<file path="config.mk">
export PLATFORM = sky130hd
export DESIGN_NAME = operand_hazard_unit_flat
export DESIGN_NICKNAME = d
export VERILOG_FILES = /design/src/rtl/hazard_pkg.sv /design/src/rtl/operand_hazard_unit_if.sv /design/src/rtl/operand_hazard_unit_fwd_select.sv /design/src/rtl/operand_hazard_unit.sv /design/src/flat_wrapper.sv
export SDC_FILE = /design/constraint.sdc
export NUM_CORES = 1
export LEC_CHECK = 0
export ABC_AREA = 1
export CAP_MARGIN = 10
export CORE_MARGIN = 2
export CORE_UTILIZATION = 45
export DETAILED_ROUTE_END_ITERATION = 6
export PLACE_DENSITY = 0.77
export SETUP_SLACK_MARGIN = 0.05
export SLEW_MARGIN = 10
export SYNTH_ARGS = -nofsm -noshare
export SYNTH_HDL_FRONTEND = slang
export SYNTH_SLANG_ARGS = --single-unit
</file>
<file path="constraint.sdc">
create_clock -name clk -period 4.1 [get_ports clk]
set_input_delay 0.82 -clock clk [delete_from_list [all_inputs] [get_ports clk]]
set_output_delay 0.82 -clock clk [all_outputs]
set_load 0.05 [all_outputs]
</file>
<file path="src/rtl/hazard_pkg.sv">
// rtl/hazard_pkg.sv - shared constants for the decode operand hazard unit
package hazard_pkg;

  localparam int HZ_AW = 5;
  localparam int HZ_DW = 32;

  localparam logic [HZ_AW-1:0] REG_ZERO = '0;

  // Forwarding stage order, youngest first
  localparam int FWD_EX  = 0;
  localparam int FWD_MEM = 1;
  localparam int FWD_WB  = 2;

endpackage

</file>
<file path="src/rtl/operand_hazard_unit_if.sv">
// rtl/operand_hazard_unit_if.sv - decode-side operand/bypass/scoreboard bundle
interface operand_hazard_unit_if
  import hazard_pkg::*;
#(
  parameter int NREG = 32,
  parameter int AW   = HZ_AW,
  parameter int DW   = HZ_DW,
  parameter int NSRC = 3,
  parameter int NFWD = 3
);

  logic [NSRC*AW-1:0] src_addr;
  logic [NSRC-1:0]    src_used;
  logic [NSRC*DW-1:0] rf_rdata;
  logic [NFWD-1:0]    fwd_valid;
  logic [NFWD*AW-1:0] fwd_dest;
  logic [NFWD-1:0]    fwd_data_ok;
  logic [NFWD*DW-1:0] fwd_data;
  logic               issue_fire;
  logic               issue_we;
  logic [AW-1:0]      issue_dest;
  logic               wb_we;
  logic [AW-1:0]      wb_dest;
  logic               flush;
  logic [NSRC*DW-1:0] src_value;
  logic               ready_go;
  logic [NREG-1:0]    busy_vec;
  logic               sb_err;
  logic [31:0]        stall_cnt;

  modport master (
    output src_addr, src_used, rf_rdata, fwd_valid, fwd_dest, fwd_data_ok, fwd_data,
           issue_fire, issue_we, issue_dest, wb_we, wb_dest, flush,
    input  src_value, ready_go, busy_vec, sb_err, stall_cnt
  );

  modport slave (
    input  src_addr, src_used, rf_rdata, fwd_valid, fwd_dest, fwd_data_ok, fwd_data,
           issue_fire, issue_we, issue_dest, wb_we, wb_dest, flush,
    output src_value, ready_go, busy_vec, sb_err, stall_cnt
  );

endinterface

</file>
<file path="src/rtl/operand_hazard_unit_fwd_select.sv">
// rtl/operand_hazard_unit_fwd_select.sv - one source operand: youngest-match bypass mux and stall term
module fwd_select
  import hazard_pkg::*;
#(
  parameter int AW   = HZ_AW,
  parameter int DW   = HZ_DW,
  parameter int NFWD = 3
) (
  input  logic [AW-1:0]      addr,
  input  logic               used,
  input  logic [DW-1:0]      rf_rdata,
  input  logic [NFWD-1:0]    fwd_valid,
  input  logic [NFWD*AW-1:0] fwd_dest,
  input  logic [NFWD-1:0]    fwd_data_ok,
  input  logic [NFWD*DW-1:0] fwd_data,
  input  logic               busy,
  output logic [DW-1:0]      value,
  output logic               stall
);

  logic found;

  always_comb begin
    value = rf_rdata;
    stall = 1'b0;
    found = 1'b0;
    if (addr == AW'(REG_ZERO)) begin
      value = '0;
    end else if (used) begin
      // The youngest matching stage owns the register even when its result is not ready yet
      for (int k = FWD_EX; k < NFWD; k++) begin
        if (!found && fwd_valid[k] && (fwd_dest[k*AW +: AW] == addr)) begin
          found = 1'b1;
          if (fwd_data_ok[k]) begin
            value = fwd_data[k*DW +: DW];
          end else begin
            stall = 1'b1;
          end
        end
      end
      if (!found && busy) begin
        stall = 1'b1;
      end
    end
  end

endmodule

</file>
<file path="src/rtl/operand_hazard_unit.sv">
// rtl/operand_hazard_unit.sv - decode operand resolution, pending-write scoreboard and ready_go
module operand_hazard_unit
  import hazard_pkg::*;
#(
  parameter int NREG = 32,
  parameter int AW   = HZ_AW,
  parameter int DW   = HZ_DW,
  parameter int NSRC = 3,
  parameter int NFWD = 3,
  parameter int CW   = 2
) (
  input  logic                 clk,
  input  logic                 reset,
  operand_hazard_unit_if.slave bus
);

  localparam logic [CW-1:0] CNT_MAX = {CW{1'b1}};

  logic [CW-1:0]      cnt     [NREG];
  logic [CW-1:0]      cnt_nxt [NREG];
  logic [NREG-1:0]    busy;
  logic [NREG-1:0]    inc_vec;
  logic [NREG-1:0]    dec_vec;
  logic               err_nxt;
  logic [NSRC-1:0]    stall;
  logic [NSRC*DW-1:0] src_value_flat;
  logic               ready;
  logic               sb_err_q;
  logic [31:0]        stall_cnt_q;

  for (genvar i = 0; i < NSRC; i++) begin : g_src
    logic [AW-1:0] a;
    assign a = bus.src_addr[i*AW +: AW];

    fwd_select #(.AW(AW), .DW(DW), .NFWD(NFWD)) u_sel (
      .addr        (a),
      .used        (bus.src_used[i]),
      .rf_rdata    (bus.rf_rdata[i*DW +: DW]),
      .fwd_valid   (bus.fwd_valid),
      .fwd_dest    (bus.fwd_dest),
      .fwd_data_ok (bus.fwd_data_ok),
      .fwd_data    (bus.fwd_data),
      .busy        (busy[a]),
      .value       (src_value_flat[i*DW +: DW]),
      .stall       (stall[i])
    );
  end

  assign ready = ~|stall;

  for (genvar r = 0; r < NREG; r++) begin : g_busy
    assign busy[r] = (cnt[r] != '0);
  end

  always_comb begin
    inc_vec = '0;
    dec_vec = '0;
    if (bus.issue_fire && bus.issue_we && (bus.issue_dest != AW'(REG_ZERO))) begin
      inc_vec[bus.issue_dest] = 1'b1;
    end
    if (bus.wb_we && (bus.wb_dest != AW'(REG_ZERO))) begin
      dec_vec[bus.wb_dest] = 1'b1;
    end
  end

  // A simultaneous issue and writeback to one register cancel; limits saturate and flag an error
  always_comb begin
    err_nxt = 1'b0;
    for (int r = 0; r < NREG; r++) begin
      cnt_nxt[r] = cnt[r];
      if (inc_vec[r] && !dec_vec[r]) begin
        if (cnt[r] == CNT_MAX) err_nxt = 1'b1;
        else                   cnt_nxt[r] = cnt[r] + 1'b1;
      end else if (dec_vec[r] && !inc_vec[r]) begin
        if (cnt[r] == '0) err_nxt = 1'b1;
        else              cnt_nxt[r] = cnt[r] - 1'b1;
      end
    end
  end

  always_ff @(posedge clk or posedge reset) begin
    if (reset) begin
      for (int r = 0; r < NREG; r++) cnt[r] <= '0;
      sb_err_q    <= 1'b0;
      stall_cnt_q <= '0;
    end else begin
      if (bus.flush) begin
        for (int r = 0; r < NREG; r++) cnt[r] <= '0;
      end else begin
        for (int r = 0; r < NREG; r++) cnt[r] <= cnt_nxt[r];
        if (err_nxt) sb_err_q <= 1'b1;
        if (!ready && (|bus.src_used)) stall_cnt_q <= stall_cnt_q + 32'd1;
      end
    end
  end

  assign bus.src_value = src_value_flat;
  assign bus.ready_go  = ready;
  assign bus.busy_vec  = busy;
  assign bus.sb_err    = sb_err_q;
  assign bus.stall_cnt = stall_cnt_q;

endmodule

</file>
<file path="src/flat_wrapper.sv">
// flat-port wrapper written by rule: the top's interface ports become plain ports
module operand_hazard_unit_flat import hazard_pkg::*;
#(
  parameter int NREG = 32,
  parameter int AW   = HZ_AW,
  parameter int DW   = HZ_DW,
  parameter int NSRC = 3,
  parameter int NFWD = 3,
  parameter int CW   = 2
)
  (clk, reset, bus_src_addr, bus_src_used, bus_rf_rdata, bus_fwd_valid, bus_fwd_dest, bus_fwd_data_ok, bus_fwd_data, bus_issue_fire, bus_issue_we, bus_issue_dest, bus_wb_we, bus_wb_dest, bus_flush, bus_src_value, bus_ready_go, bus_busy_vec, bus_sb_err, bus_stall_cnt);
  operand_hazard_unit_if #(.NREG(NREG), .AW(AW), .DW(DW), .NSRC(NSRC), .NFWD(NFWD)) bus_i ();
  input  logic clk;
  input  logic reset;
  input wire logic [$bits(bus_i.src_addr)-1:0] bus_src_addr;
  input wire logic [$bits(bus_i.src_used)-1:0] bus_src_used;
  input wire logic [$bits(bus_i.rf_rdata)-1:0] bus_rf_rdata;
  input wire logic [$bits(bus_i.fwd_valid)-1:0] bus_fwd_valid;
  input wire logic [$bits(bus_i.fwd_dest)-1:0] bus_fwd_dest;
  input wire logic [$bits(bus_i.fwd_data_ok)-1:0] bus_fwd_data_ok;
  input wire logic [$bits(bus_i.fwd_data)-1:0] bus_fwd_data;
  input wire logic [$bits(bus_i.issue_fire)-1:0] bus_issue_fire;
  input wire logic [$bits(bus_i.issue_we)-1:0] bus_issue_we;
  input wire logic [$bits(bus_i.issue_dest)-1:0] bus_issue_dest;
  input wire logic [$bits(bus_i.wb_we)-1:0] bus_wb_we;
  input wire logic [$bits(bus_i.wb_dest)-1:0] bus_wb_dest;
  input wire logic [$bits(bus_i.flush)-1:0] bus_flush;
  output wire logic [$bits(bus_i.src_value)-1:0] bus_src_value;
  output wire logic [$bits(bus_i.ready_go)-1:0] bus_ready_go;
  output wire logic [$bits(bus_i.busy_vec)-1:0] bus_busy_vec;
  output wire logic [$bits(bus_i.sb_err)-1:0] bus_sb_err;
  output wire logic [$bits(bus_i.stall_cnt)-1:0] bus_stall_cnt;
  assign bus_i.src_addr = bus_src_addr;
  assign bus_i.src_used = bus_src_used;
  assign bus_i.rf_rdata = bus_rf_rdata;
  assign bus_i.fwd_valid = bus_fwd_valid;
  assign bus_i.fwd_dest = bus_fwd_dest;
  assign bus_i.fwd_data_ok = bus_fwd_data_ok;
  assign bus_i.fwd_data = bus_fwd_data;
  assign bus_i.issue_fire = bus_issue_fire;
  assign bus_i.issue_we = bus_issue_we;
  assign bus_i.issue_dest = bus_issue_dest;
  assign bus_i.wb_we = bus_wb_we;
  assign bus_i.wb_dest = bus_wb_dest;
  assign bus_i.flush = bus_flush;
  assign bus_src_value = bus_i.src_value;
  assign bus_ready_go = bus_i.ready_go;
  assign bus_busy_vec = bus_i.busy_vec;
  assign bus_sb_err = bus_i.sb_err;
  assign bus_stall_cnt = bus_i.stall_cnt;
  operand_hazard_unit #(.NREG(NREG), .AW(AW), .DW(DW), .NSRC(NSRC), .NFWD(NFWD), .CW(CW)) u_core (.clk(clk), .reset(reset), .bus(bus_i));
endmodule
</file>
# Yosys cells after proc, flatten, opt, wreduce, memory -nomap -nowiden
# Cells that the tools add are included.
# Widths: inputs -> output; s select.
# classes
n_reduce_logical	299
n_addsub	65
n_lt_le_gt_ge	7
eq_ne	105
mux	345
bitwise	1
# ops
cell	n
$mux 32	26
$mux 2	128
$mux 1	185
$ne 3x2->1 const B	32
$ne 3x3->1 const B	32
$reduce_and 3->1	32
$reduce_bool 3->1	32
$logic_and 1x1->1	88
$logic_not 1->1	74
$add 2x1->2 const B	32
$eq 2x2->1 const B	32
$logic_not 2->1	32
$mux 64	1
$reduce_bool 2->1	32
$sub 2x1->2 const B	32
$eq 5x5->1	9
$add 32x1->32 const B	1
$lt 5x6->1 const B	5
$bmux 1 s5	3
$logic_not 5->1	3
$demux 1 s5	2
$ge 5x1->1 const B	2
$reduce_bool 5->1	2
$reduce_or 3->1	2
2 further kinds	3
# word_totals
register_bits	97
elab_cells	856

# Depth between registers and ports, before layout
# Gate-level depths: netlist of the first run.
# logic_depth
ltp_word	103
depth_mapped	18
ltp_nobuf	17

# Cells and area by module
# From an unflattened synthesis of the first run, not the netlist that was laid out.
# hier_totals
hier_cells	2522
area_unflattened_um2	14207.4
# by_module_without_submodules
mod	area_per_inst_um2	n_inst	seq_area_each_um2	cells_each
operand_hazard_unit	7713.6	1	2427.3	1196
fwd_select	2164.6	3	0.0	442

# Least setup slack after synthesis of the first run
# No wires, ideal clock.
# synth_timing
path_kind	input to output
startpoint	in bus_src_addr[0]
endpoint	out bus_src_value[11]
arrival_ns	2.943
cell_stages	12
path_slack_ns	0.337
required_ns	3.280
path_buffers	3
cell_sequence	buf_2 -> inv_2 -> o21ai_1 -> a21oi_1 -> nand3_1 -> buf_2 -> nand3_2 -> clkbuf_1 -> o21ai_0 -> nand2_1 -> nand2_1 -> a21oi_1
# synth_between
elab_chain_cells	17
elab_cells_between_ends	24
cone_classes	eq/ne (3); mux (13); reduce/logical (8)
# synth_rtl
element	line_no	text
from (decl)	flat_wrapper.sv:15	input wire logic [$bits(bus_i.src_addr)-1:0] bus_src_addr;
$eq 5x5->1	operand_hazard_unit_fwd_select.sv:32	if (!found && fwd_valid[k] && (fwd_dest[k*AW +: AW] == addr)) begin
$logic_and 1x1->1	operand_hazard_unit_fwd_select.sv:32	
$mux 1	operand_hazard_unit_fwd_select.sv:32	
$mux 1	operand_hazard_unit_fwd_select.sv:29	end else if (used) begin
$mux 1	operand_hazard_unit_fwd_select.sv:27	if (addr == AW'(REG_ZERO)) begin
$logic_not 1->1	operand_hazard_unit_fwd_select.sv:32	
$logic_and 1x1->1 (2 in series)	operand_hazard_unit_fwd_select.sv:32	
$mux 1	operand_hazard_unit_fwd_select.sv:32	
$mux 1	operand_hazard_unit_fwd_select.sv:29	
$mux 1	operand_hazard_unit_fwd_select.sv:27	
$logic_not 1->1	operand_hazard_unit_fwd_select.sv:32	
$logic_and 1x1->1 (2 in series)	operand_hazard_unit_fwd_select.sv:32	
$mux 32	operand_hazard_unit_fwd_select.sv:32	
$mux 32	operand_hazard_unit_fwd_select.sv:29	
$mux 32 *	operand_hazard_unit_fwd_select.sv:27	
to (decl)	flat_wrapper.sv:28	output wire logic [$bits(bus_i.src_value)-1:0] bus_src_value;
# Every way passes the cells marked *; elsewhere a longest branch is shown, timed or not. The select of a mux whose other input is x is not followed.

# Final worst setup path of the first run
# layout_timing
startpoint	in bus_fwd_dest[3]
endpoint	out bus_src_value[41]
# layout_between
elab_chain_cells	17
elab_cells_between_ends	21
cone_classes	eq/ne (1); mux (13); reduce/logical (7)
# layout_rtl
element	line_no	text
from (decl)	flat_wrapper.sv:19	input wire logic [$bits(bus_i.fwd_dest)-1:0] bus_fwd_dest;
$eq 5x5->1 *	operand_hazard_unit_fwd_select.sv:32	
$logic_and 1x1->1 *	operand_hazard_unit_fwd_select.sv:32	
$mux 1	operand_hazard_unit_fwd_select.sv:32	
$mux 1	operand_hazard_unit_fwd_select.sv:29	
$mux 1	operand_hazard_unit_fwd_select.sv:27	
$logic_not 1->1	operand_hazard_unit_fwd_select.sv:32	
$logic_and 1x1->1 (2 in series)	operand_hazard_unit_fwd_select.sv:32	
$mux 1	operand_hazard_unit_fwd_select.sv:32	
$mux 1	operand_hazard_unit_fwd_select.sv:29	
$mux 1	operand_hazard_unit_fwd_select.sv:27	
$logic_not 1->1	operand_hazard_unit_fwd_select.sv:32	
$logic_and 1x1->1 (2 in series)	operand_hazard_unit_fwd_select.sv:32	
$mux 32 *	operand_hazard_unit_fwd_select.sv:32	
$mux 32 *	operand_hazard_unit_fwd_select.sv:29	
$mux 32 *	operand_hazard_unit_fwd_select.sv:27	
# Marks and branches as above.

==> results of run 1 <==
-- flip-flops by register name, indices dropped and copies added (netlist names) --
signal,flops
u_core.bus.stall_cnt,32
u_core.bus.sb_err,1
u_core.cnt,64
-- through the flow --
| step | std cells | total power [mW] | setup TNS, ps | util | setup WS (ps) |
|---|---|---|---|---|---|
| finish | 3216 | 4.68 | 0 | 0.697 | 143 |
| global route | 3211 | 4.86 | 0 | 0.697 | 19.5 |
| CTS | 3197 | 4.60 | 0 | 0.683 | 2.92 |
| detailed placement | 3179 | 3.75 | -2510 | 0.671 | -168 |
| global placement | 3179 | 3.71 | -1530 | 0.671 | -159 |
| floorplan | 2386 | 2.50 | 0 | - | 337 |
-- worst paths after layout --
check	from	to	slack [ps]	depth (start not counted)
setup / recovery	bus_fwd_dest[3]	bus_src_value[41]	140	13
hold / removal	u_core.cnt[62]	u_core.cnt[62]	490	2
setup reg to reg	u_core.cnt[6]	u_core.bus.stall_cnt[2]	1150	16
max in group asynchronous	reset	u_core.cnt[17]	2780	3
hold reg to reg	u_core.cnt[62]	u_core.cnt[62]	490	2
min in group asynchronous	reset	u_core.cnt[28]	900	3
-- cell usage in the layout (no fill, tap or decap), drive strengths merged --
cell type / instances
nor4b: 1
nand2: 564
or2: 54
buf: 235
nor2: 395
dlymetal6s2s: 18
nand3b: 2
a311oi: 7
a211oi: 2
xor2: 32
mux2: 7
xnor2: 12
nor3: 25
o22ai: 95
clkdlybuf4s50: 286
dfrtp: 97
o21ai: 352
and2: 2
a21oi: 118
nor4: 6
nand4: 19
ha: 1
clkbuf: 11
inv: 249
nor3b: 2
diode: 9
o211ai: 30
a21o: 6
dlygate4sd2: 4
o221ai: 6
clkinvlp: 1
a31oi: 10
nand3: 169
clkinv: 5
-- power groups by stage --
stage | Combinational, mW | Clock (mW) | Sequential (mW)
after detailed placement | 2.61 | 0 | 1.14
after floorplan | 1.30 | 0 | 1.20
after CTS | 2.63 | 0.860 | 1.12
final | 2.70 | 0.866 | 1.12
after global placement | 2.58 | 0 | 1.13
after global routing | 2.83 | 0.902 | 1.13
-- metal layers --
metal	vias up	part of all wire
li1	8775	-
met1	8774	0.35
met2	1381	0.46
met3	325	0.12
met4	2	0.074
met5	-	0.00019
-- repair_timing --
item,in CTS,in global routing
buffers inserted,2,8
gates resized for setup,17,89
hold buffers,0,0
hold endpoints to repair,0,0
setup endpoints to repair,68,97
pin swaps,1,11
gates cloned,0,2
-- critical path, stage by stage --
cell	delay [ps]
clkdlybuf4s50_1	510
inv_2	130
nand2_1	70
a21oi_2	190
nand3_2	120
buf_6	160
nor2_4	130
buf_4	150
clkbuf_16	180
o22ai_1	80
a21o_1	180
a31oi_1	230
buf_12	180
-- kinds of logic after synthesis --
logic type	count (synthesis)	synth area share
AND/OR/NAND/NOR	1239	0.399
AO/OA/AOI/OAI	626	0.263
buffers and inverters	372	0.114
flip-flops	97	0.187
XOR/XNOR	44	0.0297
multiplexers	7	0.00607
adder cells (fa/ha/maj)	1	0.000964
-- area by class of cell --
cell class / instances / area (um2) / area share
flip-flops and latches: 97 / 2430 / 0.122
inverters: 248 / 937 / 0.0471
diodes: 9 / 22.5 / 0.00113
multi-input cells: 1917 / 9310 / 0.468
clock buffers: 9 / 225 / 0.0113
clock inverters: 7 / 70.1 / 0.00352
repair buffers: 545 / 6430 / 0.323
well taps: 384 / 480 / 0.0241
==> results_dict.tcl, run 1 <==
set metrics [dict create \
    status "finished, violations left" \
    violations "DRC" \
    final_hold_viol_count 0 \
    max_cap_viol_count 0 \
    grtUsageMet3 0.105 \
    grt.busiest_layer "met2" \
    cellLeakagePower_nw 9.29 \
    met2_usage 0.706 \
    die_w_um 174 \
    vias 19300 \
    critPathMaxFanout 13 \
    yosys.area.top_type_share 0.187 \
    routabilityCongestion 1.11 \
    synth_common_cells "nand2_1, nor2_1, o21ai_0" \
    fin_crit_sh 0.965 \
    firstDrtPassIters 7 \
    period_minus_slack_ps 3960 \
    swShare 0.461 \
    hp-class "flip-flop to flip-flop" \
    grt_pass1_vias 17900 \
    synth_top_area_cell "dfrtp_1" \
    cp.arrival_ps 3140 \
    ant_nets 0 \
    synth_top_flop_cell "dfrtp_1" \
    end_kind "primary output" \
    dieArea_um2 30200 \
    clock_latency_ps 370 \
    combPwrFrac 0.576 \
    grt_overflow 0 \
    max_slew.worst_pin.slew_ps 930 \
    grt_pass1_wl_um 101000 \
    cts_tree "built" \
    hpwl_um 52400 \
    htreeDepth 3 \
    crit_type "input pin to primary output" \
    via_per_inst 5.99 \
    fin_area_um2 19900 \
    grt_start_max_net_pins 98 \
    antenna_found_initial 8 \
    clock_skew_ps 13.7 \
    portBuffers 408 \
    rsz0062_at_grt "yes" \
    clock.fmax_ghz 0.253 \
    groute.usage.overall 0.425 \
    synth-edff-count 0 \
    worst_ep_required_time_ps 3280 \
    internal-power_mw 2.52 \
    syn_inst 2386 \
    whs_ps 493 \
    cts_buffers 9 \
    avgSynthCellArea_um2 5.44 \
    ys_types 42 \
    avgRoutedWirePerCell_um 21.1 \
    synth.most_common_cell "nand2_1" \
    p_per_area_nw_per_um2 235 \
    p_clk_frac 0.185 \
    num-fill-cells 2499 \
    cts.clk_slew.worst_paths_ps 80 \
    cts.sinks 97 \
    cp-start-kind "input pin" \
    clock_path_buffers 2 \
    drive_gt1_frac 0.145 \
    peakVddDrop_v 0.000193 \
    initial_core_util 0.455 \
    syn_to_final_growth_pct 53.3 \
    synthesis.area_um2 13000 \
    die_y_um 174 \
    drt_wl_total_um 68000 \
    io_pins 409 \
    drcViolationCount 4 \
    dpl_cell_area_um2 19100 \
    yosys_register_bits 97 \
    setup_viol 0 \
    netlist_top_cells_area "dfrtp_1, nand2_1, o21ai_0" \
    grt_util_met1 0.492 \
    cts-root-buf "clkbuf_16" \
    syn-num-nets 2634 \
    core_um2 28500 \
    seqPwrFrac 0.239 \
    slew_viol_final 0 \
    synth_sequential_area_ratio 0.187 \
    yosys_warnings 0 \
    async_flop_share 1.00 \
    drt_iter0_drc 2496 \
    timing.slew.headroom 0.380 \
    placementRows 62 \
    power.switching_mw 2.16 \
    fin_nets 3066 \
]
Power figures use the tool's default switching activity.
==> inputs of run 2 (changes only) <==
--- a/config.mk
+++ b/config.mk
@@ -9,7 +9,9 @@
 export CAP_MARGIN = 10
 export CORE_MARGIN = 2
 export CORE_UTILIZATION = 45
+export CTS_BUF_LIST = sky130_fd_sc_hd__clkbuf_4 sky130_fd_sc_hd__clkbuf_8 sky130_fd_sc_hd__clkbuf_16
 export DETAILED_ROUTE_END_ITERATION = 6
+export HOLD_SLACK_MARGIN = 0.08
 export PLACE_DENSITY = 0.77
 export SETUP_SLACK_MARGIN = 0.05
 export SLEW_MARGIN = 10
==> results of run 2 <==
No change in the layout: final DEF, timing and power equal those of run 1.
